==> config.mk <==
export PLATFORM = sky130hd
export DESIGN_NAME = ship_place_ctrl_flat
export DESIGN_NICKNAME = d
export VERILOG_FILES = /design/src/rtl/ship_place_ctrl_if.sv /design/src/rtl/ship_place_ctrl.sv /design/src/flat_wrapper.sv
export SDC_FILE = /design/constraint.sdc
export NUM_CORES = 1
export LEC_CHECK = 0
export ABC_AREA = 1
export BUFFER_PORTS_ARGS = -buffer_cell sky130_fd_sc_hd__buf_2
export CORE_MARGIN = 5
export CORE_UTILIZATION = 60
export CTS_CLUSTER_SIZE = 16
export DETAILED_ROUTE_END_ITERATION = 10
export PLACE_DENSITY = 0.83
export SETUP_SLACK_MARGIN = 0.15
export SYNTH_ARGS = -nofsm -noshare
export SYNTH_HDL_FRONTEND = slang
export SYNTH_SLANG_ARGS = --single-unit
==> constraint.sdc <==
create_clock -name clk -period 4.6 [get_ports clk]
set_clock_uncertainty 0.15 [all_clocks]
set_input_delay 0.69 -clock clk [delete_from_list [all_inputs] [get_ports clk]]
set_output_delay 0.69 -clock clk [all_outputs]
set_load 0.01 [all_outputs]
==> src/rtl/ship_place_ctrl_if.sv <==
// Signal bundle between the placement controller, the button debouncers,
// the occupancy RAM and the ghost-ship video overlay.
interface ship_place_ctrl_if;
    logic       start;
    logic       btn_up;
    logic       btn_down;
    logic       btn_left;
    logic       btn_right;
    logic       btn_rotate;
    logic       btn_place;
    logic [7:0] cursor;
    logic [1:0] orientation;
    logic [2:0] length;
    logic       ghost_en;
    logic [7:0] rd_addr;
    logic       rd_data;
    logic       wr_en;
    logic [7:0] wr_addr;
    logic       wr_data;
    logic [2:0] ship_idx;
    logic       place_err;
    logic       done;

    // Controller side
    modport master (
        input  start, btn_up, btn_down, btn_left, btn_right, btn_rotate, btn_place,
        input  rd_data,
        output cursor, orientation, length, ghost_en,
        output rd_addr, wr_en, wr_addr, wr_data,
        output ship_idx, place_err, done
    );

    // Environment side: buttons, RAM and overlay
    modport slave (
        output start, btn_up, btn_down, btn_left, btn_right, btn_rotate, btn_place,
        output rd_data,
        input  cursor, orientation, length, ghost_en,
        input  rd_addr, wr_en, wr_addr, wr_data,
        input  ship_idx, place_err, done
    );
endinterface

==> src/rtl/ship_place_ctrl.sv <==
// Placement-phase sequencer for one fleet: moves the ghost ship from button
// pulses, checks bounds and overlap against the occupancy RAM, then writes
// the accepted ship into the RAM one tile per cycle.
module ship_place_ctrl #(
    parameter int GRID   = 10,
    parameter int NSHIPS = 5
) (
    input  logic              clk,
    input  logic              rst_n,
    ship_place_ctrl_if.master bus
);

    typedef enum logic [2:0] {
        IDLE,
        AIM,
        BOUNDS,
        CHK_ADDR,
        CHK_DATA,
        WRITE,
        ERR,
        DONE
    } state_t;

    localparam logic [1:0]        NORTH = 2'd0;
    localparam logic [1:0]        EAST  = 2'd1;
    localparam logic [1:0]        SOUTH = 2'd2;
    localparam logic [1:0]        WEST  = 2'd3;
    localparam logic [3:0]        MAXC  = 4'(GRID - 1);
    localparam logic signed [4:0] MAXS  = 5'(GRID - 1);

    state_t      state_q;
    logic [3:0]  curX_q;
    logic [3:0]  curY_q;
    logic [1:0]  orient_q;
    logic [2:0]  length_q;
    logic [2:0]  shipIdx_q;
    logic [2:0]  k_q;
    logic [7:0]  rdAddr_q;
    logic [7:0]  wrAddr_q;
    logic        wrEn_q;
    logic        placeErr_q;
    logic        ghostEn_q;
    logic        done_q;

    logic signed [4:0] endX_d;
    logic signed [4:0] endY_d;
    logic signed [4:0] lenS_d;
    logic              oob_d;
    logic [2:0]        kNext_d;
    logic [2:0]        idxNext_d;
    logic [7:0]        tileNext_d;

    // Tile k of the footprint: the anchor stepped k tiles along the heading.
    // Only used once the far end is known to be on the board, so 4-bit math is safe.
    function automatic logic [7:0] stepTile(input logic [3:0] x, input logic [3:0] y,
                                            input logic [1:0] o, input logic [2:0] k);
        logic [3:0] dk;
        dk = {1'b0, k};
        case (o)
            NORTH:   stepTile = {x, y - dk};
            EAST:    stepTile = {x + dk, y};
            SOUTH:   stepTile = {x, y + dk};
            default: stepTile = {x - dk, y};
        endcase
    endfunction

    // Fleet composition: length code (size minus one) of ship idx.
    function automatic logic [2:0] lenCode(input logic [2:0] idx);
        case (idx)
            3'd0:    lenCode = 3'd4;
            3'd1:    lenCode = 3'd3;
            3'd2:    lenCode = 3'd2;
            3'd3:    lenCode = 3'd2;
            3'd4:    lenCode = 3'd1;
            default: lenCode = 3'd0;
        endcase
    endfunction

    // Far-end position in signed 5-bit so a ship hanging off either edge is seen as such.
    always_comb begin
        endX_d = signed'({1'b0, curX_q});
        endY_d = signed'({1'b0, curY_q});
        lenS_d = signed'({2'b00, length_q});
        case (orient_q)
            NORTH:   endY_d = endY_d - lenS_d;
            EAST:    endX_d = endX_d + lenS_d;
            SOUTH:   endY_d = endY_d + lenS_d;
            default: endX_d = endX_d - lenS_d;
        endcase
        oob_d      = (endX_d < 5'sd0) || (endX_d > MAXS) ||
                     (endY_d < 5'sd0) || (endY_d > MAXS);
        kNext_d    = k_q + 3'd1;
        idxNext_d  = shipIdx_q + 3'd1;
        tileNext_d = stepTile(curX_q, curY_q, orient_q, kNext_d);
    end

    // Placement FSM; every output is a register updated on the transition into its state.
    always_ff @(posedge clk or negedge rst_n) begin
        if (!rst_n) begin
            state_q    <= IDLE;
            curX_q     <= 4'd0;
            curY_q     <= 4'd0;
            orient_q   <= EAST;
            length_q   <= 3'd4;
            shipIdx_q  <= 3'd0;
            k_q        <= 3'd0;
            rdAddr_q   <= 8'h00;
            wrAddr_q   <= 8'h00;
            wrEn_q     <= 1'b0;
            placeErr_q <= 1'b0;
            ghostEn_q  <= 1'b0;
            done_q     <= 1'b0;
        end else begin
            placeErr_q <= 1'b0;
            case (state_q)
                IDLE: begin
                    if (bus.start) begin
                        state_q   <= AIM;
                        ghostEn_q <= 1'b1;
                    end
                end
                AIM: begin
                    if (bus.btn_place) begin
                        state_q   <= BOUNDS;
                        ghostEn_q <= 1'b0;
                    end else if (bus.btn_rotate) begin
                        orient_q <= orient_q + 2'd1;
                    end else if (bus.btn_up) begin
                        if (curY_q != 4'd0) curY_q <= curY_q - 4'd1;
                    end else if (bus.btn_down) begin
                        if (curY_q != MAXC) curY_q <= curY_q + 4'd1;
                    end else if (bus.btn_left) begin
                        if (curX_q != 4'd0) curX_q <= curX_q - 4'd1;
                    end else if (bus.btn_right) begin
                        if (curX_q != MAXC) curX_q <= curX_q + 4'd1;
                    end
                end
                BOUNDS: begin
                    if (oob_d) begin
                        state_q    <= ERR;
                        placeErr_q <= 1'b1;
                    end else begin
                        state_q  <= CHK_ADDR;
                        k_q      <= 3'd0;
                        rdAddr_q <= {curX_q, curY_q};
                    end
                end
                CHK_ADDR: begin
                    state_q <= CHK_DATA;
                end
                CHK_DATA: begin
                    if (bus.rd_data) begin
                        state_q    <= ERR;
                        placeErr_q <= 1'b1;
                    end else if (k_q == length_q) begin
                        state_q  <= WRITE;
                        k_q      <= 3'd0;
                        wrEn_q   <= 1'b1;
                        wrAddr_q <= {curX_q, curY_q};
                    end else begin
                        state_q  <= CHK_ADDR;
                        k_q      <= kNext_d;
                        rdAddr_q <= tileNext_d;
                    end
                end
                WRITE: begin
                    if (k_q == length_q) begin
                        wrEn_q    <= 1'b0;
                        shipIdx_q <= idxNext_d;
                        length_q  <= lenCode(idxNext_d);
                        if (idxNext_d == 3'(NSHIPS)) begin
                            state_q <= DONE;
                            done_q  <= 1'b1;
                        end else begin
                            state_q   <= AIM;
                            ghostEn_q <= 1'b1;
                        end
                    end else begin
                        k_q      <= kNext_d;
                        wrAddr_q <= tileNext_d;
                    end
                end
                ERR: begin
                    state_q   <= AIM;
                    ghostEn_q <= 1'b1;
                end
                DONE: begin
                    state_q <= DONE;
                end
                default: begin
                    state_q <= IDLE;
                end
            endcase
        end
    end

    assign bus.cursor      = {curX_q, curY_q};
    assign bus.orientation = orient_q;
    assign bus.length      = length_q;
    assign bus.ghost_en    = ghostEn_q;
    assign bus.rd_addr     = rdAddr_q;
    assign bus.wr_en       = wrEn_q;
    assign bus.wr_addr     = wrAddr_q;
    assign bus.wr_data     = wrEn_q;
    assign bus.ship_idx    = shipIdx_q;
    assign bus.place_err   = placeErr_q;
    assign bus.done        = done_q;

endmodule

==> src/flat_wrapper.sv <==
// flat-port wrapper written by rule: the top's interface ports become plain ports
module ship_place_ctrl_flat 
#(
    parameter int GRID   = 10,
    parameter int NSHIPS = 5
)
  (clk, rst_n, bus_start, bus_btn_up, bus_btn_down, bus_btn_left, bus_btn_right, bus_btn_rotate, bus_btn_place, bus_rd_data, bus_cursor, bus_orientation, bus_length, bus_ghost_en, bus_rd_addr, bus_wr_en, bus_wr_addr, bus_wr_data, bus_ship_idx, bus_place_err, bus_done);
  ship_place_ctrl_if bus_i ();
  input  logic clk;
  input  logic rst_n;
  input wire logic [$bits(bus_i.start)-1:0] bus_start;
  input wire logic [$bits(bus_i.btn_up)-1:0] bus_btn_up;
  input wire logic [$bits(bus_i.btn_down)-1:0] bus_btn_down;
  input wire logic [$bits(bus_i.btn_left)-1:0] bus_btn_left;
  input wire logic [$bits(bus_i.btn_right)-1:0] bus_btn_right;
  input wire logic [$bits(bus_i.btn_rotate)-1:0] bus_btn_rotate;
  input wire logic [$bits(bus_i.btn_place)-1:0] bus_btn_place;
  input wire logic [$bits(bus_i.rd_data)-1:0] bus_rd_data;
  output wire logic [$bits(bus_i.cursor)-1:0] bus_cursor;
  output wire logic [$bits(bus_i.orientation)-1:0] bus_orientation;
  output wire logic [$bits(bus_i.length)-1:0] bus_length;
  output wire logic [$bits(bus_i.ghost_en)-1:0] bus_ghost_en;
  output wire logic [$bits(bus_i.rd_addr)-1:0] bus_rd_addr;
  output wire logic [$bits(bus_i.wr_en)-1:0] bus_wr_en;
  output wire logic [$bits(bus_i.wr_addr)-1:0] bus_wr_addr;
  output wire logic [$bits(bus_i.wr_data)-1:0] bus_wr_data;
  output wire logic [$bits(bus_i.ship_idx)-1:0] bus_ship_idx;
  output wire logic [$bits(bus_i.place_err)-1:0] bus_place_err;
  output wire logic [$bits(bus_i.done)-1:0] bus_done;
  assign bus_i.start = bus_start;
  assign bus_i.btn_up = bus_btn_up;
  assign bus_i.btn_down = bus_btn_down;
  assign bus_i.btn_left = bus_btn_left;
  assign bus_i.btn_right = bus_btn_right;
  assign bus_i.btn_rotate = bus_btn_rotate;
  assign bus_i.btn_place = bus_btn_place;
  assign bus_i.rd_data = bus_rd_data;
  assign bus_cursor = bus_i.cursor;
  assign bus_orientation = bus_i.orientation;
  assign bus_length = bus_i.length;
  assign bus_ghost_en = bus_i.ghost_en;
  assign bus_rd_addr = bus_i.rd_addr;
  assign bus_wr_en = bus_i.wr_en;
  assign bus_wr_addr = bus_i.wr_addr;
  assign bus_wr_data = bus_i.wr_data;
  assign bus_ship_idx = bus_i.ship_idx;
  assign bus_place_err = bus_i.place_err;
  assign bus_done = bus_i.done;
  ship_place_ctrl #(.GRID(GRID), .NSHIPS(NSHIPS)) u_core (.clk(clk), .rst_n(rst_n), .bus(bus_i));
endmodule
==> results.yml, run 1 <==
drt:
  wire_per_inst_um: 14.9
  drc: 0
  antenna_left: 0
  totalWireLength_mm: 7.99
  drtPass1Iterations: 4
  vias: 3041
  drt_iter0_drc: 202
  viasPerCell: 5.68
cts:
  cts.path.max_buffers: 2
  clk_latency_ps: 300
  cts_repair_resize_count: 0
  cts-buffers-inserted: 5
  post_cts_buffers: 0
  ctsHoldBuffers: 0
  clkSlewWorstSetupHoldPaths_ps: 80
  clockRootBuffer: "clkbuf_8"
  cts_tree: "built"
  htree_num_levels: 2
  cts.sinks: 42
cells_and_area:
  antenna_cells: 0
  drive_above_1_share_pct: 18.3
  most-common-layout-cells: "nand2_1, buf_2, o21ai_0, dfrtp_1, inv_1"
  nets: 510
  area_growth_pct: 11.4
  final_common_cell: "nand2_1"
  final_util_pct: 70.0
floorplan:
  die_y_um: 83.6
  die_area_um2: 6990
  top_level_ports: 47
  rows: 26
  core_area_um2: 5170
  initial_core_util_pct: 62.8
  die_x_um: 83.6
synth:
  yosys.area_share.adder_pct: 15.2
  synthXorXnorAreaFrac_pct: 4.85
  syn_nets: 465
  ys_ff_latch: 42
  synth_compound_area_share_pct: 14.6
  avgSynthCellArea_um2: 7.76
  synthesis.area_um2: 3250
  synth_top_family_by_area: "simple AND/OR/NAND/NOR gates"
  syn_inst: 419
  async_flop_share_pct: 100
  synth.area.mux_share_pct: 0.347
  synth_edf_count: 0
  synth_simple_gate_area_share_pct: 25.6
  yosysSeqAreaShare_pct: 32.4
  yosysWarnings: 0
  ys.flop_type: "dfrtp_1"
  yosysUniqueCellTypes: 40
timing:
  setup_viol: 0
  final.setup.tns_ps: 0
  tightest_slew_ps: 944
  slew_violations: 0
  slew_headroom_pct: 37.1
  final_hold_viol_count: 0
  holdWs_ps: 328
  max_freq_mhz: 312
  layout_setup_ws_ps: 1400
  min_period_over_period_pct: 69.6
  rsz0062_at_grt: "false"
  fin_crit_ps: 3200
critical_path:
  crit_fanout: 16
  path_class: "register to register"
  r2r-start: "u_core.bus.orientation[0]$_DFFE_PN1P_"
  crit_arrival_ps: 3240
  reg2reg_to: "u_core.bus.rd_addr[3]$_DFFE_PN0P_"
  r2r_cells: 14
  crit_path_start_kind: "register"
  critical_path.endpoint: "u_core.bus.rd_addr[3]$_DFFE_PN0P_"
  endpoint_kind: "register"
  required_ps: 4640
  ff2ff_setup_slack_ps: 1400
  crit_start: "u_core.bus.orientation[0]$_DFFE_PN1P_"
grt:
  overflow: 0
  grt_pass1_vias: 2949
  grt_use_total_pct: 23.1
  grt_max_degree: 43
  grt_pass1_wl_mm: 13.6
  grt_antenna_before_repair: 0
worst_hold_path:
  hold-path-cell-count: 1
  worstHoldPathType: "register to register"
placement:
  pre_cts_slack_ps: 1460
  routabilityCongestion: 0.935
  port_buffers: 46
  dp_hpwl_mm: 6.05
power_and_ir_drop:
  p_leak_nw: 1.88
  ir_drop_mv: 0.487
  power_density_nw_per_um2: 829
job:
  maxCapViolations: 0
run_status:
  status: "finished, final reports clean"
## power by group
part / switching, mW / internal, mW
clock network: 0.135 / 0.162
logic: 1.25 / 0.730
registers: 0.199 / 0.527
## cell type report
type	count	area, µm²
Inverter	44	165
Multi-Input combinational cell	325	1970
Sequential cell	42	1050
Fill cell	424	1550
Tap cell	70	87.6
Clock inverter	2	37.5
Timing Repair Buffer	46	230
Clock buffer	6	72.6
## per-stage QoR
stage	power, mW	area (µm²)	cells
global placement	2.59	3510	527
finish	3.00	3620	535
floorplan	2.18	3250	419
global route	3.31	3620	535
detailed placement	2.67	3510	527
CTS	2.98	3620	535
## sequential cells by signal, summed over array words and instances (netlist names)
register and cells:
u_core.curX_q 4, u_core.bus.rd_addr 8, u_core.bus.place_err 1, u_core.bus.ghost_en 1
u_core.bus.wr_addr 8, u_core.k_q 3, u_core.state_q 3, u_core.bus.done 1
u_core.curY_q 4, u_core.bus.orientation 2, u_core.bus.wr_data 1, u_core.bus.ship_idx 3
u_core.bus.length 3
## metal layers
metal  GRT usage (%)  wire, µm  vias up
li1                -         -     1467
met1            30.1      3400     1420
met2            38.3      3750      131
met3            4.94       620       23
met4            7.16       225        0
met5               0         0        -
## how the worst min path moves through the flow
stage	slack, ps	endpoint	startpoint
3_3_place_gp	310	u_core.bus.rd_addr[3]$_DFFE_PN0P_	u_core.bus.rd_addr[3]$_DFFE_PN0P_
2_1_floorplan	240	u_core.bus.done$_DFFE_PN0P_	rst_n
4_1_cts	330	u_core.bus.done$_DFFE_PN0P_	u_core.bus.done$_DFFE_PN0P_
3_5_place_dp	310	u_core.bus.done$_DFFE_PN0P_	u_core.bus.done$_DFFE_PN0P_
5_1_grt	350	u_core.bus.done$_DFFE_PN0P_	u_core.bus.done$_DFFE_PN0P_
6_report	330	u_core.bus.done$_DFFE_PN0P_	u_core.bus.done$_DFFE_PN0P_
## cells by family after synthesis
logic type,Yosys count
and+or+nand+nor,186
AOI/OAI and AO/OA,84
buffers and inverters,52
DFF,42
adders and majority gates,36
xor gates and xnor gates,18
muxes,1
## worst max-delay path: stages, from the launching register on
cell and delay, ps:
dfstp_2 550, inv_1 80, ha_1 330, o21ai_0 420
fa_1 490, nor2_1 110, nand2_1 70, nand3_1 70
nand2_1 50, nor2_1 100, nand2_1 100, nand3_4 130
nand3_4 220, nand2_1 160, o21ai_2 60
## synthesized netlist by cell type, types with 2 or more instances
master / count / share of area [%]
ha_1: 30 / 12
nand2_1: 113 / 13
o21ai_0: 40 / 6.2
buf_4: 2 / 0.46
nand3_4: 2 / 1.1
nand3_2: 2 / 0.62
nand4_1: 4 / 0.77
clkbuf_1: 2 / 0.23
nor3_2: 2 / 0.62
nand2_2: 4 / 0.77
a31oi_1: 3 / 0.58
xor2_1: 12 / 3.2
nor2_1: 22 / 2.5
o21ai_1: 16 / 2.5
o22ai_1: 2 / 0.38
fa_1: 6 / 3.7
o21ai_2: 8 / 2.2
nor3_1: 4 / 0.62
nand3_1: 25 / 3.9
dfstp_2: 2 / 1.6
dfrtp_1: 40 / 31
buf_2: 2 / 0.31
inv_2: 6 / 0.69
a21oi_1: 9 / 1.4
xnor2_1: 6 / 1.6
nor2_2: 4 / 0.77
inv_1: 38 / 4.4
Note: power is estimated with default switching activity, not from simulation.
==> inputs of run 2 (changes only) <==
--- a/config.mk
+++ b/config.mk
@@ -8,10 +8,10 @@
 export ABC_AREA = 1
 export BUFFER_PORTS_ARGS = -buffer_cell sky130_fd_sc_hd__buf_2
 export CORE_MARGIN = 5
-export CORE_UTILIZATION = 60
+export CORE_UTILIZATION = 52
 export CTS_CLUSTER_SIZE = 16
 export DETAILED_ROUTE_END_ITERATION = 10
-export PLACE_DENSITY = 0.83
+export PLACE_DENSITY = 0.76
 export SETUP_SLACK_MARGIN = 0.15
 export SYNTH_ARGS = -nofsm -noshare
 export SYNTH_HDL_FRONTEND = slang
==> constraint.sdc (replaced) <==
create_clock -name clk -period 2.93 [get_ports clk]
set_clock_uncertainty 0.15 [all_clocks]
set_input_delay 0.4395 -clock clk [delete_from_list [all_inputs] [get_ports clk]]
set_output_delay 0.4395 -clock clk [all_outputs]
set_load 0.01 [all_outputs]
==> run 2 against run 1 <==
Core utilization shrank 5.0 points. Die area up 13%. Clock power is 24% higher. Worst setup slack worse by 1200 ps. Total power is 71% higher. Maximum frequency is 18% higher. Design area grew 7.5%. Sequential cell count is the same. Global-route usage down 1.0 points. Sequential share of layout area down 2.0 points. Via count grew 3.1%.
==> results.yml, run 2 (synthesized netlist as in run 1, its figures left out) <==
placement:
  port_buffers: 46
  dp_hpwl_mm: 6.19
  dpl-instance-area_um2: 3630
  routabilityCongestion: 0.892
critical_path:
  endpoint_kind: "register"
  crit_fanout: 8
  worstPathCellList: "ha_4, nand2_1, o21ai_1, buf_4, fa_2, nor2_2, nand2_1, nand3_1, nand2_1, nor2_1, nand2_2, nand3_4, nand3_4, nand2_2, o21ai_2"
  path_buf_inv: 1
  r2r-start: "u_core.bus.orientation[0]$_DFFE_PN1P_"
  r2r_cells: 15
  crit_arrival_ps: 2740
  path_class: "register to register"
  slowest_delay_ps: 590
  ff2ff_setup_slack_ps: 220
  required_ps: 2960
  crit_path_start_kind: "register"
  cp_common_cell: "nand2_1"
  reg2reg_to: "u_core.bus.rd_addr[0]$_DFFE_PN0P_"
  critPathSlowestCell: "dfstp_2"
  path_delay_family: "simple AND/OR/NAND/NOR gates"
cts:
  htree_num_levels: 2
  cts.path.max_buffers: 2
  ctsHoldBuffers: 0
  cts_tree: "built"
  clockRootBuffer: "clkbuf_8"
  cts-buffers-inserted: 5
  cts.sinks: 42
  clkSlewWorstSetupHoldPaths_ps: 90
  clk_latency_ps: 300
grt:
  grt_antenna_before_repair: 0
  grt_max_degree: 43
  grt_use_total_pct: 22.1
  grt_pass1_vias: 2913
  grt_pass1_wl_mm: 13.7
  overflow: 0
power_and_ir_drop:
  p_leak_nw: 1.99
  power_density_nw_per_um2: 1320
  power_mw: 5.12
  ir_drop_mv: 0.795
drt:
  antenna_left: 0
  drtPass1Iterations: 5
  vias: 3134
  viasPerCell: 5.60
  wire_per_inst_um: 15.1
  drt_iter0_drc: 175
  drc: 0
  totalWireLength_mm: 8.46
floorplan:
  die_area_um2: 7930
  top_level_ports: 47
  die_x_um: 89.1
  die_y_um: 89.1
  initial_core_util_pct: 54.2
  rows: 28
  core_area_um2: 5990
timing:
  setup_viol: 0
  holdWs_ps: 141
  slew_headroom_pct: 35.8
  slew_violations: 0
  tightest_slew_ps: 964
  rsz0062_at_grt: "true"
  final_hold_viol_count: 0
  max_freq_mhz: 369
  min_period_over_period_pct: 92.6
  fin_crit_ps: 2710
  final.setup.tns_ps: 0
cells_and_area:
  drive_above_1_share_pct: 28.2
  final_common_cell: "nand2_1"
  antenna_cells: 0
  area_growth_pct: 19.7
  nets: 531
  most-common-layout-cells: "nand2_1, buf_2, dfrtp_1"
  stdcell_area_um2: 3890
  fillers: 542
job:
  maxCapViolations: 0
run_status:
  status: "finished, final reports clean"
worst_hold_path:
  worstHoldPathType: "input port to async pin"
-- run 2: cell types whose count changed in the layout (fill, tap and decap cells not counted), sizes merged --
cell,before,now
buf,46,66
bufinv,1,0
clkbuf,6,5
clkinv,0,2
clkinvlp,1,0
nand3,29,30
-- run 2: through the flow --
step | utilization [%] | instances | setup slack (ps)
CTS | 62.3 | 555 | 185
finish | 64.9 | 560 | 218
global placement | 60.6 | 547 | 149
floorplan | - | 419 | 156
detailed placement | 60.6 | 547 | 70.1
global route | 64.9 | 560 | 95.3
-- run 2: cell type report --
type / count / area, µm² / area share, %
multi-input combinational: 326 / 2110 / 54.2
timing repair buffer: 66 / 384 / 9.88
clock buffer: 5 / 68.8 / 1.77
sequential: 42 / 1050 / 27.1
tap: 75 / 93.8 / 2.41
inverter: 44 / 168 / 4.31
clock inverter: 2 / 10.0 / 0.257
-- run 2: how the worst max path moves through the flow --
| stage | to | startpoint | cells past startpoint |
|---|---|---|---|
| 2_1_floorplan | u_core.bus.rd_addr[4]$_DFFE_PN0P_ | u_core.bus.orientation[0]$_DFFE_PN1P_ | 16 |
| 3_3_place_gp | u_core.bus.rd_addr[1]$_DFFE_PN0P_ | u_core.bus.orientation[0]$_DFFE_PN1P_ | 17 |
| 3_5_place_dp | u_core.bus.rd_addr[0]$_DFFE_PN0P_ | u_core.bus.orientation[0]$_DFFE_PN1P_ | 14 |
| 4_1_cts | u_core.bus.rd_addr[0]$_DFFE_PN0P_ | u_core.bus.length[0]$_DFFE_PN0P_ | 18 |
| 5_1_grt | u_core.bus.rd_addr[0]$_DFFE_PN0P_ | u_core.bus.orientation[0]$_DFFE_PN1P_ | 15 |
| 6_report | u_core.bus.rd_addr[0]$_DFFE_PN0P_ | u_core.bus.orientation[0]$_DFFE_PN1P_ | 15 |
-- run 2: layer usage --
metal,GRT usage [%],share of wire [%],vias up
met5,0,0,-
met4,8.39,2.7,0
met3,3.50,6.3,30
met2,36.0,49,116
met1,29.5,42,1474
li1,-,-,1514
-- run 2: what timing repair did --
action | 4_1_cts | 5_1_grt
cloned | 1 | 0
pin swaps | 1 | 22
resized for setup | 4 | 39
endpoints found under the setup margin | 8 | 16
buffers inserted | 0 | 5
-- run 2: where the power goes --
group          internal [mW]  switching, mW
clock                  0.160          0.209
combinational           1.46           2.19
sequential             0.829          0.269
==> inputs of run 3 (changes only) <==
--- a/config.mk
+++ b/config.mk
@@ -11,6 +11,7 @@
 export CORE_UTILIZATION = 52
 export CTS_CLUSTER_SIZE = 16
 export DETAILED_ROUTE_END_ITERATION = 10
+export GPL_TIMING_DRIVEN = 0
 export PLACE_DENSITY = 0.76
 export SETUP_SLACK_MARGIN = 0.15
 export SYNTH_ARGS = -nofsm -noshare
==> run 3 against run 2 <==
Total power up 1.6%. Design area is 1.2% higher. Non-clock buffer count rose by 2. Worst setup slack worse by 93 ps. First-iteration DRC count shrank 4.0%. Largest cell class unchanged.
==> results.yml, run 3 (synthesized netlist as in run 1, its figures left out) <==
run_status:
  status: "finished, final reports clean"
cells_and_area:
  most-common-layout-cells: "nand2_1, buf_2, dfrtp_1"
  final_common_cell: "nand2_1"
  layoutNonFillerInstCount: 562
  drive_above_1_share_pct: 26.1
  area_growth_pct: 21.1
  nets: 532
  antenna_cells: 0
floorplan:
  initial_core_util_pct: 54.2
  die_area_um2: 7930
  core_area_um2: 5990
  top_level_ports: 47
  die_y_um: 89.1
  die_x_um: 89.1
  rows: 28
drt:
  vias: 3048
  drc: 0
  totalWireLength_mm: 8.20
  viasPerCell: 5.42
  drtPass1Iterations: 5
  drt_iter0_drc: 168
  wire_per_inst_um: 14.6
  antenna_left: 0
power_and_ir_drop:
  power_density_nw_per_um2: 1320
  ir_drop_mv: 0.879
  p_seq_share_pct: 21.7
  swShare_pct: 50.8
  switchingPower_mw: 2.64
  p_clk_share_pct: 9.1
  p_leak_nw: 2.03
  p_int_mw: 2.56
  power_mw: 5.20
  combinationalPowerShare_pct: 69.2
cts:
  ctsHoldBuffers: 0
  clkSlewWorstSetupHoldPaths_ps: 90
  htree_num_levels: 2
  cts.path.max_buffers: 2
  cts-buffers-inserted: 5
  cts_tree: "built"
  cts.sinks: 42
  clk_latency_ps: 310
  clockRootBuffer: "clkbuf_8"
grt:
  grt_max_degree: 43
  grt_pass1_wl_mm: 13.6
  grt_pass1_vias: 2937
  overflow: 0
  grt_use_total_pct: 21.8
  grt_use_met3_pct: 3.69
  gr-usage-met2_pct: 37.7
  grt_antenna_before_repair: 0
  met1_usage_pct: 27.8
  busiest_layer: "met2"
critical_path:
  required_ps: 2970
  crit_path_start_kind: "register"
  worstPathCellList: "inv_2, ha_4, buf_6, o21ai_4, fa_2, nor2_2, nand2_1, nand3_1, nand2_1, nor2_2, nand2_2, nand3_4, nand3_4, buf_8, nand2_2, o21ai_2"
  path_delay_family: "simple AND/OR/NAND/NOR gates"
  slowest_delay_ps: 560
  path_buf_inv: 3
  critPathSlowestCell: "dfstp_2"
  crit_arrival_ps: 2850
  endpoint_kind: "register"
  crit_fanout: 6
  path_class: "register to register"
placement:
  dp_hpwl_mm: 5.93
  routabilityCongestion: 0.879
  pre_cts_slack_ps: -155
  dp_cells: 540
  port_buffers: 46
timing:
  fin_crit_ps: 2800
  min_period_over_period_pct: 95.7
  slew_headroom_pct: 36.0
  final.setup.tns_ps: 0
  rsz0062_at_grt: "true"
  max_freq_mhz: 357
  slew_violations: 0
  tightest_slew_ps: 961
  final_hold_viol_count: 0
  holdWs_ps: 130
  setup_viol: 0
  layout_setup_ws_ps: 126
worst_hold_path:
  worstHoldPathType: "input port to async pin"
job:
  maxCapViolations: 0
-- run 3: cell count changes in the layout (fill, tap and decap cells not counted), sizes merged --
cell    change
nand3       -1
clkbuf      +1
buf         +1
bufinv      +1
-- run 3: repair_timing --
item | 4_1_cts | 5_1_grt
buffers inserted | 10 | 3
pin swaps | 8 | 7
endpoints found under the setup margin | 13 | 16
cloned | 1 | 0
gates resized for setup | 18 | 21
-- run 3: per-layer routing --
metal,routed length (µm),part of all wire (%)
met5,0,0
met4,214,2.6
met3,478,5.8
met2,3970,48
met1,3530,43
-- run 3: worst reg2reg max path: stages, from the launching register on --
cell,delay (ps)
dfstp_2,560
inv_2,50
ha_4,160
buf_6,130
o21ai_4,160
fa_2,470
nor2_2,90
nand2_1,70
nand3_1,70
nand2_1,80
nor2_2,110
nand2_2,100
nand3_4,80
nand3_4,140
buf_8,180
nand2_2,50
o21ai_2,40
-- run 3: layout make-up --
| type | count | area [µm²] |
|---|---|---|
| multi-input combinational | 325 | 2070 |
| clock buffer | 5 | 68.8 |
| timing repair buffer | 60 | 372 |
| clock inverter | 3 | 40.0 |
| sequential | 42 | 1060 |
| buffer | 8 | 70.1 |
| fill | 481 | 2060 |
| tap | 75 | 93.8 |
| inverter | 44 | 165 |
-- run 3: through the flow --
stage / utilization (%) / area, µm²
2_1_floorplan: - / 3250
3_3_place_gp: 59.7 / 3580
3_5_place_dp: 59.7 / 3580
4_1_cts: 64.4 / 3860
5_1_grt: 65.7 / 3930
6_report: 65.7 / 3930
-- run 3: power by group through the flow --
stage / clock network, mW / logic (mW) / registers [mW]
floorplan: 0 / 2.26 / 1.17
global placement: 0 / 3.01 / 1.13
detailed placement: 0 / 3.11 / 1.14
CTS: 0.474 / 3.44 / 1.11
global route: 0.495 / 4.04 / 1.17
finish: 0.474 / 3.60 / 1.13
-- run 3: worst paths after layout --
kind / startpoint / end / slack [ps] / cells past startpoint
setup / recovery: u_core.bus.orientation[0]$_DFFE_PN1P_ / u_core.bus.rd_addr[5]$_DFFE_PN0P_ / 130 / 16
hold / removal: rst_n / u_core.bus.rd_addr[5]$_DFFE_PN0P_ / 130 / 1
setup reg to reg: u_core.bus.orientation[0]$_DFFE_PN1P_ / u_core.bus.rd_addr[5]$_DFFE_PN0P_ / 130 / 16
hold reg to reg: u_core.bus.done$_DFFE_PN0P_ / u_core.bus.done$_DFFE_PN0P_ / 340 / 1
max in group asynchronous: rst_n / u_core.bus.length[0]$_DFFE_PN0P_ / 1830 / 1
min in group clk: bus_rd_data / u_core.bus.wr_data$_DFFE_PN0P_ / 190 / 2
